==> src/rtl/branch_ctrl_if.sv <==
// Execute/fetch side bundle for branch_ctrl.
// The slave modport is the controller's view. The master modport is the view of
// whatever drives branch decisions and accepts redirects.
interface branch_ctrl_if;
  logic        BrValid;
  logic        OpReady;
  logic        Taken;
  logic [31:0] Target;
  logic [31:0] Ret;
  logic        IsLink;
  logic [4:0]  LinkReg;
  logic        FetchReady;

  logic        BrAck;
  logic        Stall;
  logic        Redirect;
  logic [31:0] RedirectPC;
  logic        Flush;
  logic        LinkWe;
  logic [4:0]  LinkAddr;
  logic [31:0] LinkData;
  logic        AddrErr;
  logic [15:0] TakenCount;
  logic [15:0] NotTakenCount;

  modport master (
    output BrValid, OpReady, Taken, Target, Ret, IsLink, LinkReg, FetchReady,
    input  BrAck, Stall, Redirect, RedirectPC, Flush, LinkWe, LinkAddr,
           LinkData, AddrErr, TakenCount, NotTakenCount
  );

  modport slave (
    input  BrValid, OpReady, Taken, Target, Ret, IsLink, LinkReg, FetchReady,
    output BrAck, Stall, Redirect, RedirectPC, Flush, LinkWe, LinkAddr,
           LinkData, AddrErr, TakenCount, NotTakenCount
  );
endinterface

==> src/rtl/branch_ctrl.sv <==
// branch_ctrl: sequences execute-stage branch/jump decisions into a registered
// fetch redirect, front-end stall, wrong-path flush and link-register write.
// Optional feature macro: BRANCH_STATS_EN builds 16-bit saturating
// taken/not-taken counters; without it both count ports read 0.
module branch_ctrl (
  input  logic          Clk,
  input  logic          nRst,
  branch_ctrl_if.slave  bus
);

  typedef enum logic [1:0] {IDLE, WAIT, REDIRECT} state_t;

  state_t      state;
  state_t      state_nxt;
  logic        ack;
  logic        stall;
  logic        taken_ok;
  logic        taken_bad;

  logic [31:0] target_q;
  logic [31:0] link_data_q;
  logic [4:0]  link_addr_q;
  logic        link_we_q;
  logic        addr_err_q;

  // A taken branch redirects only if its target is word aligned.
  // A misaligned taken target raises AddrErr instead.
  assign taken_ok  = bus.Taken & (bus.Target[1:0] == 2'b00);
  assign taken_bad = bus.Taken & (bus.Target[1:0] != 2'b00);

  // Next state, ack and stall. Stall drops in the cycle a waiting branch is
  // acked, so execute can advance together with the ack.
  always_comb begin
    state_nxt = state;
    ack       = 1'b0;
    stall     = 1'b0;
    case (state)
      IDLE: begin
        if (bus.BrValid) begin
          if (bus.OpReady) begin
            ack = 1'b1;
            if (taken_ok) state_nxt = REDIRECT;
          end else begin
            stall     = 1'b1;
            state_nxt = WAIT;
          end
        end
      end
      WAIT: begin
        if (!bus.BrValid) begin
          stall     = 1'b1;
          state_nxt = IDLE;
        end else if (bus.OpReady) begin
          ack       = 1'b1;
          state_nxt = taken_ok ? REDIRECT : IDLE;
        end else begin
          stall = 1'b1;
        end
      end
      REDIRECT: begin
        // Any new BrValid is left stalled here and is acked back in IDLE.
        stall = 1'b1;
        if (bus.FetchReady) state_nxt = IDLE;
      end
      default: state_nxt = IDLE;
    endcase
  end

  // State register. An asynchronous reset drops a pending redirect at once.
  always_ff @(posedge Clk or negedge nRst) begin
    if (!nRst) state <= IDLE;
    else       state <= state_nxt;
  end

  // Decision registers, captured on ack.
  // The link write and the AddrErr pulse last exactly the cycle after the ack.
  always_ff @(posedge Clk or negedge nRst) begin
    if (!nRst) begin
      target_q    <= '0;
      link_data_q <= '0;
      link_addr_q <= '0;
      link_we_q   <= 1'b0;
      addr_err_q  <= 1'b0;
    end else begin
      link_we_q  <= ack & bus.IsLink;
      addr_err_q <= ack & taken_bad;
      if (ack) begin
        target_q    <= bus.Target;
        link_data_q <= bus.Ret;
        link_addr_q <= bus.LinkReg;
      end
    end
  end

`ifdef BRANCH_STATS_EN
  function automatic logic [15:0] sat_inc(input logic [15:0] v);
    return (v == 16'hFFFF) ? v : v + 16'd1;
  endfunction

  logic [15:0] taken_cnt;
  logic [15:0] not_taken_cnt;

  // Saturating branch statistics. A misaligned taken branch still counts as taken.
  always_ff @(posedge Clk or negedge nRst) begin
    if (!nRst) begin
      taken_cnt     <= '0;
      not_taken_cnt <= '0;
    end else if (ack) begin
      if (bus.Taken) taken_cnt     <= sat_inc(taken_cnt);
      else           not_taken_cnt <= sat_inc(not_taken_cnt);
    end
  end

  assign bus.TakenCount    = taken_cnt;
  assign bus.NotTakenCount = not_taken_cnt;
`else
  assign bus.TakenCount    = 16'd0;
  assign bus.NotTakenCount = 16'd0;
`endif

  assign bus.BrAck      = ack;
  assign bus.Stall      = stall;
  assign bus.Redirect   = (state == REDIRECT);
  assign bus.RedirectPC = target_q;
  // Only the fetch-stage slot is killed; the delay slot in decode survives.
  assign bus.Flush      = (state == REDIRECT) & bus.FetchReady;
  assign bus.LinkWe     = link_we_q;
  assign bus.LinkAddr   = link_addr_q;
  assign bus.LinkData   = link_data_q;
  assign bus.AddrErr    = addr_err_q;

endmodule

==> src/flat_wrapper.sv <==
// flat-port wrapper written by rule: the top's interface ports become plain ports
module branch_ctrl_flat 
  (Clk, nRst, bus_BrValid, bus_OpReady, bus_Taken, bus_Target, bus_Ret, bus_IsLink, bus_LinkReg, bus_FetchReady, bus_BrAck, bus_Stall, bus_Redirect, bus_RedirectPC, bus_Flush, bus_LinkWe, bus_LinkAddr, bus_LinkData, bus_AddrErr, bus_TakenCount, bus_NotTakenCount);
  branch_ctrl_if bus_i ();
  input  logic Clk;
  input  logic nRst;
  input wire logic [$bits(bus_i.BrValid)-1:0] bus_BrValid;
  input wire logic [$bits(bus_i.OpReady)-1:0] bus_OpReady;
  input wire logic [$bits(bus_i.Taken)-1:0] bus_Taken;
  input wire logic [$bits(bus_i.Target)-1:0] bus_Target;
  input wire logic [$bits(bus_i.Ret)-1:0] bus_Ret;
  input wire logic [$bits(bus_i.IsLink)-1:0] bus_IsLink;
  input wire logic [$bits(bus_i.LinkReg)-1:0] bus_LinkReg;
  input wire logic [$bits(bus_i.FetchReady)-1:0] bus_FetchReady;
  output wire logic [$bits(bus_i.BrAck)-1:0] bus_BrAck;
  output wire logic [$bits(bus_i.Stall)-1:0] bus_Stall;
  output wire logic [$bits(bus_i.Redirect)-1:0] bus_Redirect;
  output wire logic [$bits(bus_i.RedirectPC)-1:0] bus_RedirectPC;
  output wire logic [$bits(bus_i.Flush)-1:0] bus_Flush;
  output wire logic [$bits(bus_i.LinkWe)-1:0] bus_LinkWe;
  output wire logic [$bits(bus_i.LinkAddr)-1:0] bus_LinkAddr;
  output wire logic [$bits(bus_i.LinkData)-1:0] bus_LinkData;
  output wire logic [$bits(bus_i.AddrErr)-1:0] bus_AddrErr;
  output wire logic [$bits(bus_i.TakenCount)-1:0] bus_TakenCount;
  output wire logic [$bits(bus_i.NotTakenCount)-1:0] bus_NotTakenCount;
  assign bus_i.BrValid = bus_BrValid;
  assign bus_i.OpReady = bus_OpReady;
  assign bus_i.Taken = bus_Taken;
  assign bus_i.Target = bus_Target;
  assign bus_i.Ret = bus_Ret;
  assign bus_i.IsLink = bus_IsLink;
  assign bus_i.LinkReg = bus_LinkReg;
  assign bus_i.FetchReady = bus_FetchReady;
  assign bus_BrAck = bus_i.BrAck;
  assign bus_Stall = bus_i.Stall;
  assign bus_Redirect = bus_i.Redirect;
  assign bus_RedirectPC = bus_i.RedirectPC;
  assign bus_Flush = bus_i.Flush;
  assign bus_LinkWe = bus_i.LinkWe;
  assign bus_LinkAddr = bus_i.LinkAddr;
  assign bus_LinkData = bus_i.LinkData;
  assign bus_AddrErr = bus_i.AddrErr;
  assign bus_TakenCount = bus_i.TakenCount;
  assign bus_NotTakenCount = bus_i.NotTakenCount;
  branch_ctrl u_core (.Clk(Clk), .nRst(nRst), .bus(bus_i));
endmodule
==> config.mk <==
export PLATFORM = sky130hd
export DESIGN_NAME = branch_ctrl_flat
export DESIGN_NICKNAME = d
export VERILOG_FILES = /design/src/rtl/branch_ctrl_if.sv /design/src/rtl/branch_ctrl.sv /design/src/flat_wrapper.sv
export SDC_FILE = /design/constraint.sdc
export NUM_CORES = 1
export LEC_CHECK = 0
export CAP_MARGIN = 5
export CORE_AREA = 4 4 99 101
export CTS_CLUSTER_SIZE = 40
export DETAILED_ROUTE_END_ITERATION = 16
export DIE_AREA = 0 0 103 105
export GPL_ROUTABILITY_DRIVEN = 0
export PLACE_DENSITY = 0.78
export SLEW_MARGIN = 20
export SYNTH_ARGS = -nofsm -noshare
export SYNTH_HDL_FRONTEND = slang
export SYNTH_SLANG_ARGS = --single-unit
==> constraint.sdc <==
create_clock -name Clk -period 1.6 [get_ports Clk]
set_input_delay 0.24 -clock Clk [delete_from_list [all_inputs] [get_ports Clk]]
set_output_delay 0.24 -clock Clk [all_outputs]
set_load 0.005 [all_outputs]
==> results_dict.tcl, run 1 <==
set metrics [dict create \
    routed_via_density 4.34 \
    regArea_um2 1830 \
    dpl.cell_count 455 \
    endpoint_kind "primary output" \
    synth_top_area_share_pct 59.9 \
    synth_seq_cells 73 \
    clkSinkCount 73 \
    core-area_um2 9020 \
    synthToLayoutAreaGrowth_pct 58.4 \
    clk_pin_slew_ps 80 \
    synth-edff-count 0 \
    ys_top_cells_by_area "dfrtp_1 60%, mux2_2 22%, buf_4 9.1%" \
    rows 35 \
    routed_wl_um 7250 \
    initial_core_util_pct 33.8 \
    firstDrtPassIters 3 \
    syn_inst 196 \
    seq_area_frac_synth_pct 59.9 \
    synth_area_leader_cell "dfrtp_1" \
    multi_input_area_um2 1030 \
    crit_buf_inv 2 \
    startpoint_type "register" \
    grt_max_degree 37 \
    clock_skew_ps 6.25 \
    grt_pass1_wl_um 11300 \
    dp_hpwl_um 5650 \
    yosys-mux-area-fraction_pct 26.7 \
    avgSynthCellArea_um2 15.6 \
    critPathRequiredTime_ps 1360 \
    grt_pass1_vias 2276 \
    r2r_slack_ps 80 \
    yosysMostFrequentCell "dfrtp_1" \
    dieArea_um2 10800 \
    hold_path_class "input port to async pin" \
    fin_tns_setup_ps 0 \
    grt_usage_pct 13.5 \
    post-route-period-util_pct 96.5 \
    grt-ovfl-total 0 \
    syn-cell-area_um2 3050 \
    max_stage_delay_ps 380 \
    p_per_area_nw_per_um2 1040 \
    post-place-ws_ps -257 \
    cts_tree "done" \
    synth_fa_ha_area_share_pct 0 \
    layout.nets 437 \
    ys_warn_count 0 \
    clockBufferDepth 2 \
    synth_xor_area_share_pct 0 \
    synth_commonest_cells "73 x dfrtp_1, 59 x mux2_2, 37 x buf_4" \
    synthSimpleGateAreaFrac_pct 2.30 \
    synth_compound_area_share_pct 0.616 \
    clock_latency_ps 330 \
    cp_slowest_cell "dfrtp_1" \
    root_buffer "clkbuf_8" \
    drtIter0Drc 22 \
    hold_viol 0 \
    numCtsBuffers 9 \
    drive_gt1_share_pct 28.4 \
    hold_slack_ps 408 \
    drv_cap 0 \
    die_h_um 105 \
    avgRoutedWirePerCell_um 15.2 \
    route.detailed.drc 0 \
    cp_data_arrival_time_ps 1300 \
    fill_cells 781 \
    synthFlopType "dfrtp_1" \
    layoutNonFillerInstCount 477 \
    cp_max_fo 3 \
    portBuffers 150 \
    finalSetupViolCount 0 \
    fin_ws_ps 55.6 \
    async_reset_ff_share_pct 100 \
    fmax_mhz 647 \
    drv_slew 0 \
    insertedDiodeCount 0 \
    pin_count 183 \
    critical_path_class "register to primary output" \
    die_w_um 103 \
    finalPower_mw 5.04 \
    antenna_found_initial 0 \
    synth_top_family_by_area "multiplexers" \
    ys_types 18 \
    ir_worst_vdd_mv 0.462 \
    htree_levels 3 \
    via_count 2071 \
    p_leak_nw 2.08 \
    path_delay_family "flip-flops" \
    status "finished, final reports clean" \
    antenna_left 0 \
    worstPathCellList "or2b_1 -> buf_6 -> o31ai_2 -> buf_2" \
    min_period_ps 1540 \
]
## cell usage in the layout, fill, tap and decap left out
cell type / Yosys / final
clkdlybuf4s50_1: 0 / 145
o22ai_1: 1 / 1
o21ai_0: 1 / 1
dlygate4sd3_1: 0 / 1
inv_4: 1 / 1
buf_4: 37 / 8
clkbuf_8: 0 / 11
clkinv_4: 0 / 1
buf_12: 0 / 3
nor3b_1: 1 / 1
clkbuf_1: 0 / 1
nor2_1: 2 / 2
and2_1: 3 / 3
dfrtp_1: 73 / 73
clkinv_2: 0 / 1
clkinvlp_4: 0 / 1
nand3b_4: 1 / 1
buf_6: 1 / 1
o31ai_2: 0 / 1
bufinv_16: 0 / 1
or3b_2: 1 / 1
inv_2: 0 / 1
dlygate4sd2_1: 0 / 1
conb_1: 1 / 32
or2b_1: 1 / 1
mux2_2: 59 / 59
buf_2: 0 / 3
mux2_4: 10 / 10
## power by group
group / total (mW) / internal (mW) / switching, mW
registers: 2.28 / 2.14 / 0.146
clock network: 1.46 / 0.806 / 0.653
logic: 1.30 / 0.931 / 0.370
total: 5.04 / 3.87 / 1.17
## worst paths after layout
kind / from / to / cells after the start
min: nRst / u_core.bus.LinkAddr[2] / 2
max reg2reg: u_core.state[1] / u_core.bus.RedirectPC[22] / 5
min reg2reg: u_core.bus.LinkData[13] / u_core.bus.LinkData[13] / 1
max: u_core.state[1] / bus_Stall / 4
max in group asynchronous: nRst / u_core.bus.RedirectPC[30] / 3
min in group Clk: bus_IsLink / u_core.bus.LinkWe / 2
## state kept, by name, indices dropped and copies added, names as in the netlist
| register | cells |
|---|---|
| u_core.bus.LinkData | 32 |
| u_core.bus.RedirectPC | 32 |
| u_core.bus.LinkAddr | 5 |
| u_core.bus.LinkWe | 1 |
| u_core.bus.AddrErr | 1 |
| u_core.state | 2 |
## metrics by stage
step	util (%)	area [um^2]
2_1_floorplan	-	3160
5_1_grt	53.5	4830
6_report	53.5	4830
3_5_place_dp	50.8	4580
4_1_cts	53.4	4820
3_3_place_gp	50.8	4580
## kinds of logic after synthesis
group                  Yosys count
muxes                           69
DFF                             73
and+or+nand+nor                  9
other                            1
buffers and inverters           41
AOI/OAI and AO/OA                3
## timing repair
item	4_1_cts	5_1_grt
gates resized for setup	12	4
hold buffers	1	0
gates cloned	0	0
pin swaps	1	0
hold endpoints to repair	30	0
endpoints found under the setup margin	4	2
setup buffers	4	1
## final cells by class
cell class | count | share of cell area, %
inverter | 2 | 0.207
clock inverter | 4 | 1.06
sequential | 73 | 37.8
multi-input combinational | 113 | 21.3
timing repair buffer | 162 | 33.5
clock buffer | 12 | 3.21
tap | 111 | 2.88
## per-layer routing
metal	global-route usage [%]	wire length [um]	up-vias
met3	7.41	972	8
met5	0	0	-
met4	3.05	59	0
met2	22.1	3560	109
li1	-	-	935
met1	15.3	2660	1019
(Power assumes the default switching activity.)
==> run 2, diff against run 1 <==
--- a/config.mk
+++ b/config.mk
@@ -11,6 +11,7 @@
 export DETAILED_ROUTE_END_ITERATION = 16
 export DIE_AREA = 0 0 103 105
 export GPL_ROUTABILITY_DRIVEN = 0
+export GPL_TIMING_DRIVEN = 0
 export PLACE_DENSITY = 0.78
 export SLEW_MARGIN = 20
 export SYNTH_ARGS = -nofsm -noshare
==> results_dict.tcl, run 2 (same netlist as run 1, synthesis figures left out) <==
set metrics [dict create \
    hold_viol 0 \
    dieArea_um2 10800 \
    startpoint_type "register" \
    min_to "u_core.state[0]" \
    fill_cells 756 \
    hold_path_class "input port to register" \
    ir_worst_vdd_mv 0.647 \
    insertedDiodeCount 0 \
    post-route-period-util_pct 98.1 \
    avgRoutedWirePerCell_um 14.8 \
    synthToLayoutAreaGrowth_pct 71.5 \
    min_period_ps 1570 \
    whs_path_depth 2 \
    clock_latency_ps 330 \
    p_leak_nw 2.34 \
    holdCritStartpoint "bus_OpReady" \
    initial_core_util_pct 33.8 \
    fin_ws_ps 30.0 \
    endpoint_kind "register" \
    post-place-ws_ps -466 \
    grt_pass1_wl_um 11400 \
    highest_layer "met4" \
    drtIter0Drc 32 \
    drv_cap 0 \
    antenna_left 0 \
    clockBufferDepth 2 \
    drv_slew 0 \
    critPathRequiredTime_ps 1810 \
    cts_tree "done" \
    layout.nets 476 \
    critPathLaunch "u_core.state[1]" \
    dp_hpwl_um 5760 \
    firstDrtPassIters 3 \
    drive_gt1_share_pct 34.8 \
    portBuffers 150 \
    grt_max_degree 44 \
    route.detailed.drc 0 \
    rsz0062_at_grt "yes" \
    cp_slowest_cell "dfrtp_1" \
    antenna_found_initial 0 \
    grt-ovfl-total 0 \
    wl_met1_um 3010 \
    clock_skew_ps 13.4 \
    crit_buf_inv 5 \
    core-area_um2 9020 \
    mostFrequentLayoutCell "clkdlybuf4s50_1" \
    worstPathCellList "buf_6 -> nand3b_4 -> clkinv_4 -> buf_8 -> buf_12 -> clkbuf_16 -> mux2_4" \
    met2_length_um 3700 \
    routed_via_density 4.25 \
    wl_met3_um 885 \
    p_per_area_nw_per_um2 1050 \
    path_delay_family "buffers and inverters" \
    finalSetupViolCount 0 \
    clk_pin_slew_ps 70 \
    r2r_cells 7 \
    pin_count 183 \
    fin_tns_setup_ps 0 \
    die_h_um 105 \
    cp_data_arrival_time_ps 1780 \
    numCtsBuffers 9 \
    fmax_mhz 637 \
    critical_path_class "register to register" \
    routed_wl_um 7640 \
    root_buffer "clkbuf_8" \
    r2r-end "u_core.bus.RedirectPC[28]" \
    grt_pass1_vias 2383 \
    final_cell_mix "143 x clkdlybuf4s50_1, 73 x dfrtp_1, 59 x mux2_2" \
    clkSinkCount 73 \
    rows 35 \
    die_w_um 103 \
    cp_max_fo 6 \
    status "finished, final reports clean" \
    r2r-start "u_core.state[1]" \
    r2r_slack_ps 30 \
    via_count 2194 \
    max_stage_delay_ps 390 \
    htree_levels 3 \
    grt_usage_pct 13.5 \
]
==> run 2: cell count changes in the layout (fill, tap and decap cells not counted), sizes merged, moves of 2 or more <==
| cell | delta |
|---|---|
| clkbuf | +3 |
| bufinv | +2 |
| buf | +36 |
| clkdlybuf4s50 | -2 |
==> run 2: area by class of cell <==
type / count / area (um^2) / area share, %
Buffer: 39 / 325 / 6.22
Clock inverter: 4 / 98.8 / 1.89
Multi-Input combinational cell: 113 / 1020 / 19.6
Tap cell: 111 / 139 / 2.66
Inverter: 2 / 12.5 / 0.239
Timing Repair Buffer: 162 / 1650 / 31.5
Clock buffer: 12 / 155 / 2.97
Sequential cell: 73 / 1830 / 34.9
==> run 2: where the power goes <==
part           total (mW)  internal [mW]  switching, mW
sequential           2.29           2.14          0.152
clock                1.79           1.13          0.667
combinational        1.39           1.01          0.386
total                5.48           4.27           1.21
==> run 2: worst max-delay path by stage <==
| stage | slack [ps] | endpoint | depth (start not counted) |
|---|---|---|---|
| 3_5_place_dp | -470 | bus_BrAck | 5 |
| 4_1_cts | -150 | bus_BrAck | 5 |
| 3_3_place_gp | -2250 | u_core.bus.LinkData[22] | 1 |
| 6_report | 30 | u_core.bus.RedirectPC[28] | 7 |
| 2_1_floorplan | 250 | u_core.bus.LinkData[0] | 5 |
| 5_1_grt | -40 | u_core.bus.RedirectPC[28] | 7 |
==> run 2: per-layer routing <==
layer / track usage, % / up-vias
li1: - / 1014
met1: 15.7 / 1065
met2: 22.4 / 109
met3: 6.21 / 6
met4: 3.05 / 0
met5: 0 / -
==> run 2: worst reg2reg max path: stages, from the launching register on <==
cell       delay [ps]
dfrtp_1           390
buf_6             120
nand3b_4          170
clkinv_4           80
buf_8             130
buf_12            130
clkbuf_16         150
mux2_4            290
==> run 2: through the flow <==
stage / cells / power (mW) / hold slack (ps) / utilization, % / area, um^2
final: 516 / 5.48 / 305 / 57.9 / 5230
after global routing: 516 / 5.77 / 286 / 57.9 / 5230
after CTS: 511 / 5.54 / 277 / 56.9 / 5140
after detailed placement: 489 / 3.70 / 205 / 53.5 / 4830
after global placement: 488 / 3.64 / 456 / 53.3 / 4800
after floorplan: 227 / 2.77 / -55.6 / - / 3160
==> run 2: repair_timing <==
| action | CTS | global route |
|---|---|---|
| endpoints found under the hold margin | 30 | 0 |
| endpoints found under the setup margin | 4 | 61 |
| buffers inserted | 5 | 3 |
| gates resized for setup | 14 | 11 |
| hold buffers | 1 | 0 |
| gates cloned | 0 | 2 |
| pin swaps | 0 | 0 |
==> run 3, diff against run 2 <==
--- a/config.mk
+++ b/config.mk
@@ -6,13 +6,14 @@
 export NUM_CORES = 1
 export LEC_CHECK = 0
 export CAP_MARGIN = 5
-export CORE_AREA = 4 4 99 101
+export CORE_AREA = 2 2 97 99
 export CTS_CLUSTER_SIZE = 40
 export DETAILED_ROUTE_END_ITERATION = 16
-export DIE_AREA = 0 0 103 105
+export DIE_AREA = 0 0 99 101
 export GPL_ROUTABILITY_DRIVEN = 0
 export GPL_TIMING_DRIVEN = 0
 export PLACE_DENSITY = 0.78
+export SKIP_CTS_REPAIR_TIMING = 1
 export SLEW_MARGIN = 20
 export SYNTH_ARGS = -nofsm -noshare
 export SYNTH_HDL_FRONTEND = slang
==> results_dict.tcl, run 3 (same netlist as run 1, synthesis figures left out) <==
set metrics [dict create \
    insertedDiodeCount 0 \
    endpoint_kind "primary output" \
    r2r-start "u_core.state[1]" \
    mostFrequentLayoutCell "clkdlybuf4s50_1" \
    r2r_slack_ps 70 \
    drtIter0Drc 17 \
    clkSinkCount 73 \
    post-route-period-util_pct 98.0 \
    routed_via_density 4.17 \
    via_count 2123 \
    grt_pass1_vias 2204 \
    drv_cap 0 \
    avgRoutedWirePerCell_um 13.7 \
    clock_latency_ps 340 \
    grt_usage_pct 13.6 \
    multi_input_area_um2 1020 \
    hold_path_class "input port to async pin" \
    fill_cells 769 \
    clk_pin_slew_ps 80 \
    postLayoutCoreUtil_pct 56.7 \
    drv_slew 0 \
    hold_viol 0 \
    rsz0062_at_grt "yes" \
    dieArea_um2 10000 \
    combPwrFrac_pct 26.9 \
    hold_slack_ps 368 \
    p_per_area_nw_per_um2 997 \
    post-route-cell-area_um2 5090 \
    final_cell_mix "145 x clkdlybuf4s50_1, 73 x dfrtp_1, 59 x mux2_2" \
    synthToLayoutAreaGrowth_pct 66.9 \
    pin_count 183 \
    power.share.clock_pct 28.1 \
    highest_layer "met4" \
    antenna_left 0 \
    layout.nets 470 \
    postPlaceCellArea_um2 4830 \
    dp_hpwl_um 5430 \
    fmax_mhz 638 \
    initial_core_util_pct 34.0 \
    grt_pass1_wl_um 10700 \
    p_seq_share_pct 45.0 \
    root_buffer "clkbuf_8" \
    post-place-ws_ps -429 \
    grt_max_degree 49 \
    fin_ws_ps 31.4 \
    firstDrtPassIters 4 \
    clock_skew_ps 8.49 \
    portBuffers 150 \
    critPathRequiredTime_ps 1360 \
    min_period_ps 1570 \
    cp_data_arrival_time_ps 1330 \
    met2_length_um 3600 \
    clockBufferDepth 2 \
    route.detailed.drc 0 \
    numCtsBuffers 9 \
    critical_path_class "register to primary output" \
    wl_met1_um 2580 \
    sw_frac_of_total_pct 23.5 \
    cp_max_fo 10 \
    die_w_um 99 \
    p_leak_nw 2.30 \
    p_sw_mw 1.19 \
    finalSetupViolCount 0 \
    drive_gt1_share_pct 33.4 \
    startpoint_type "register" \
    status "finished, final reports clean" \
    regArea_um2 1830 \
    htree_levels 3 \
    antenna_found_initial 0 \
    core-area_um2 8980 \
    r2r-end "u_core.bus.RedirectPC[26]" \
    die_h_um 101 \
    wl_met3_um 736 \
    ir_worst_vdd_mv 0.513 \
    routed_wl_um 6980 \
    finalPower_mw 5.07 \
    cts_tree "done" \
    p_int_mw 3.88 \
    critPathLaunch "u_core.state[1]" \
    grt-ovfl-total 0 \
    r2r_cells 6 \
    rows 35 \
    endpoint "bus_BrAck" \
]
==> run 3: cell count changes in the layout (fill, tap and decap cells not counted), moves of 2 or more <==
cell and change:
bufinv_16 -2, buf_4 -2, dlygate4sd2_1 -2, dlymetal6s2s_1 +3, clkbuf_16 -2, clkdlybuf4s50_1 +2, buf_8 -2, clkinv_2 +2
==> run 3: metal layers <==
metal | vias up | global-route usage [%]
li1 | 1003 | -
met1 | 1007 | 15.3
met2 | 105 | 23.5
met3 | 8 | 5.34
met4 | 0 | 5.06
met5 | - | 0
==> run 3: power groups by stage <==
stage               Sequential [mW]  Clock [mW]  Combinational (mW)
floorplan                      2.34           0               0.438
global route                   2.32        1.56                1.46
CTS                            2.29        1.49                1.37
finish                         2.28        1.43                1.37
global placement               2.30           0                1.34
detailed placement             2.32           0                1.36
==> run 3: worst min-delay path by stage <==
stage	startpoint	endpoint	slack, ps	cells past startpoint
global placement	u_core.state[1]	u_core.state[0]	460	1
finish	nRst	u_core.bus.LinkData[28]	370	2
floorplan	nRst	u_core.bus.AddrErr	-60	0
CTS	nRst	u_core.bus.LinkData[28]	-190	1
global route	nRst	u_core.bus.LinkData[28]	380	2
detailed placement	nRst	u_core.bus.LinkData[28]	180	1
==> run 3: per-stage QoR <==
step,instances,TNS (ps)
3_5_place_dp,489,-10740
2_1_floorplan,227,0
6_report,509,0
3_3_place_gp,488,-172970
5_1_grt,509,-58.2
4_1_cts,504,-1470
==> run 3: critical path, stage by stage, from the launching register on <==
cell,delay (ps)
dfrtp_1,410
nand3b_4,220
inv_6,90
buf_6,140
dlymetal6s2s_1,140
==> run 3: cell type report <==
cell class	instances	area share [%]
multi-input combinational	113	20.1
sequential	73	35.9
inverter	2	0.246
tap	111	2.73
timing repair buffer	156	30.8
clock buffer	10	2.71
buffer	39	6.32
clock inverter	5	1.11
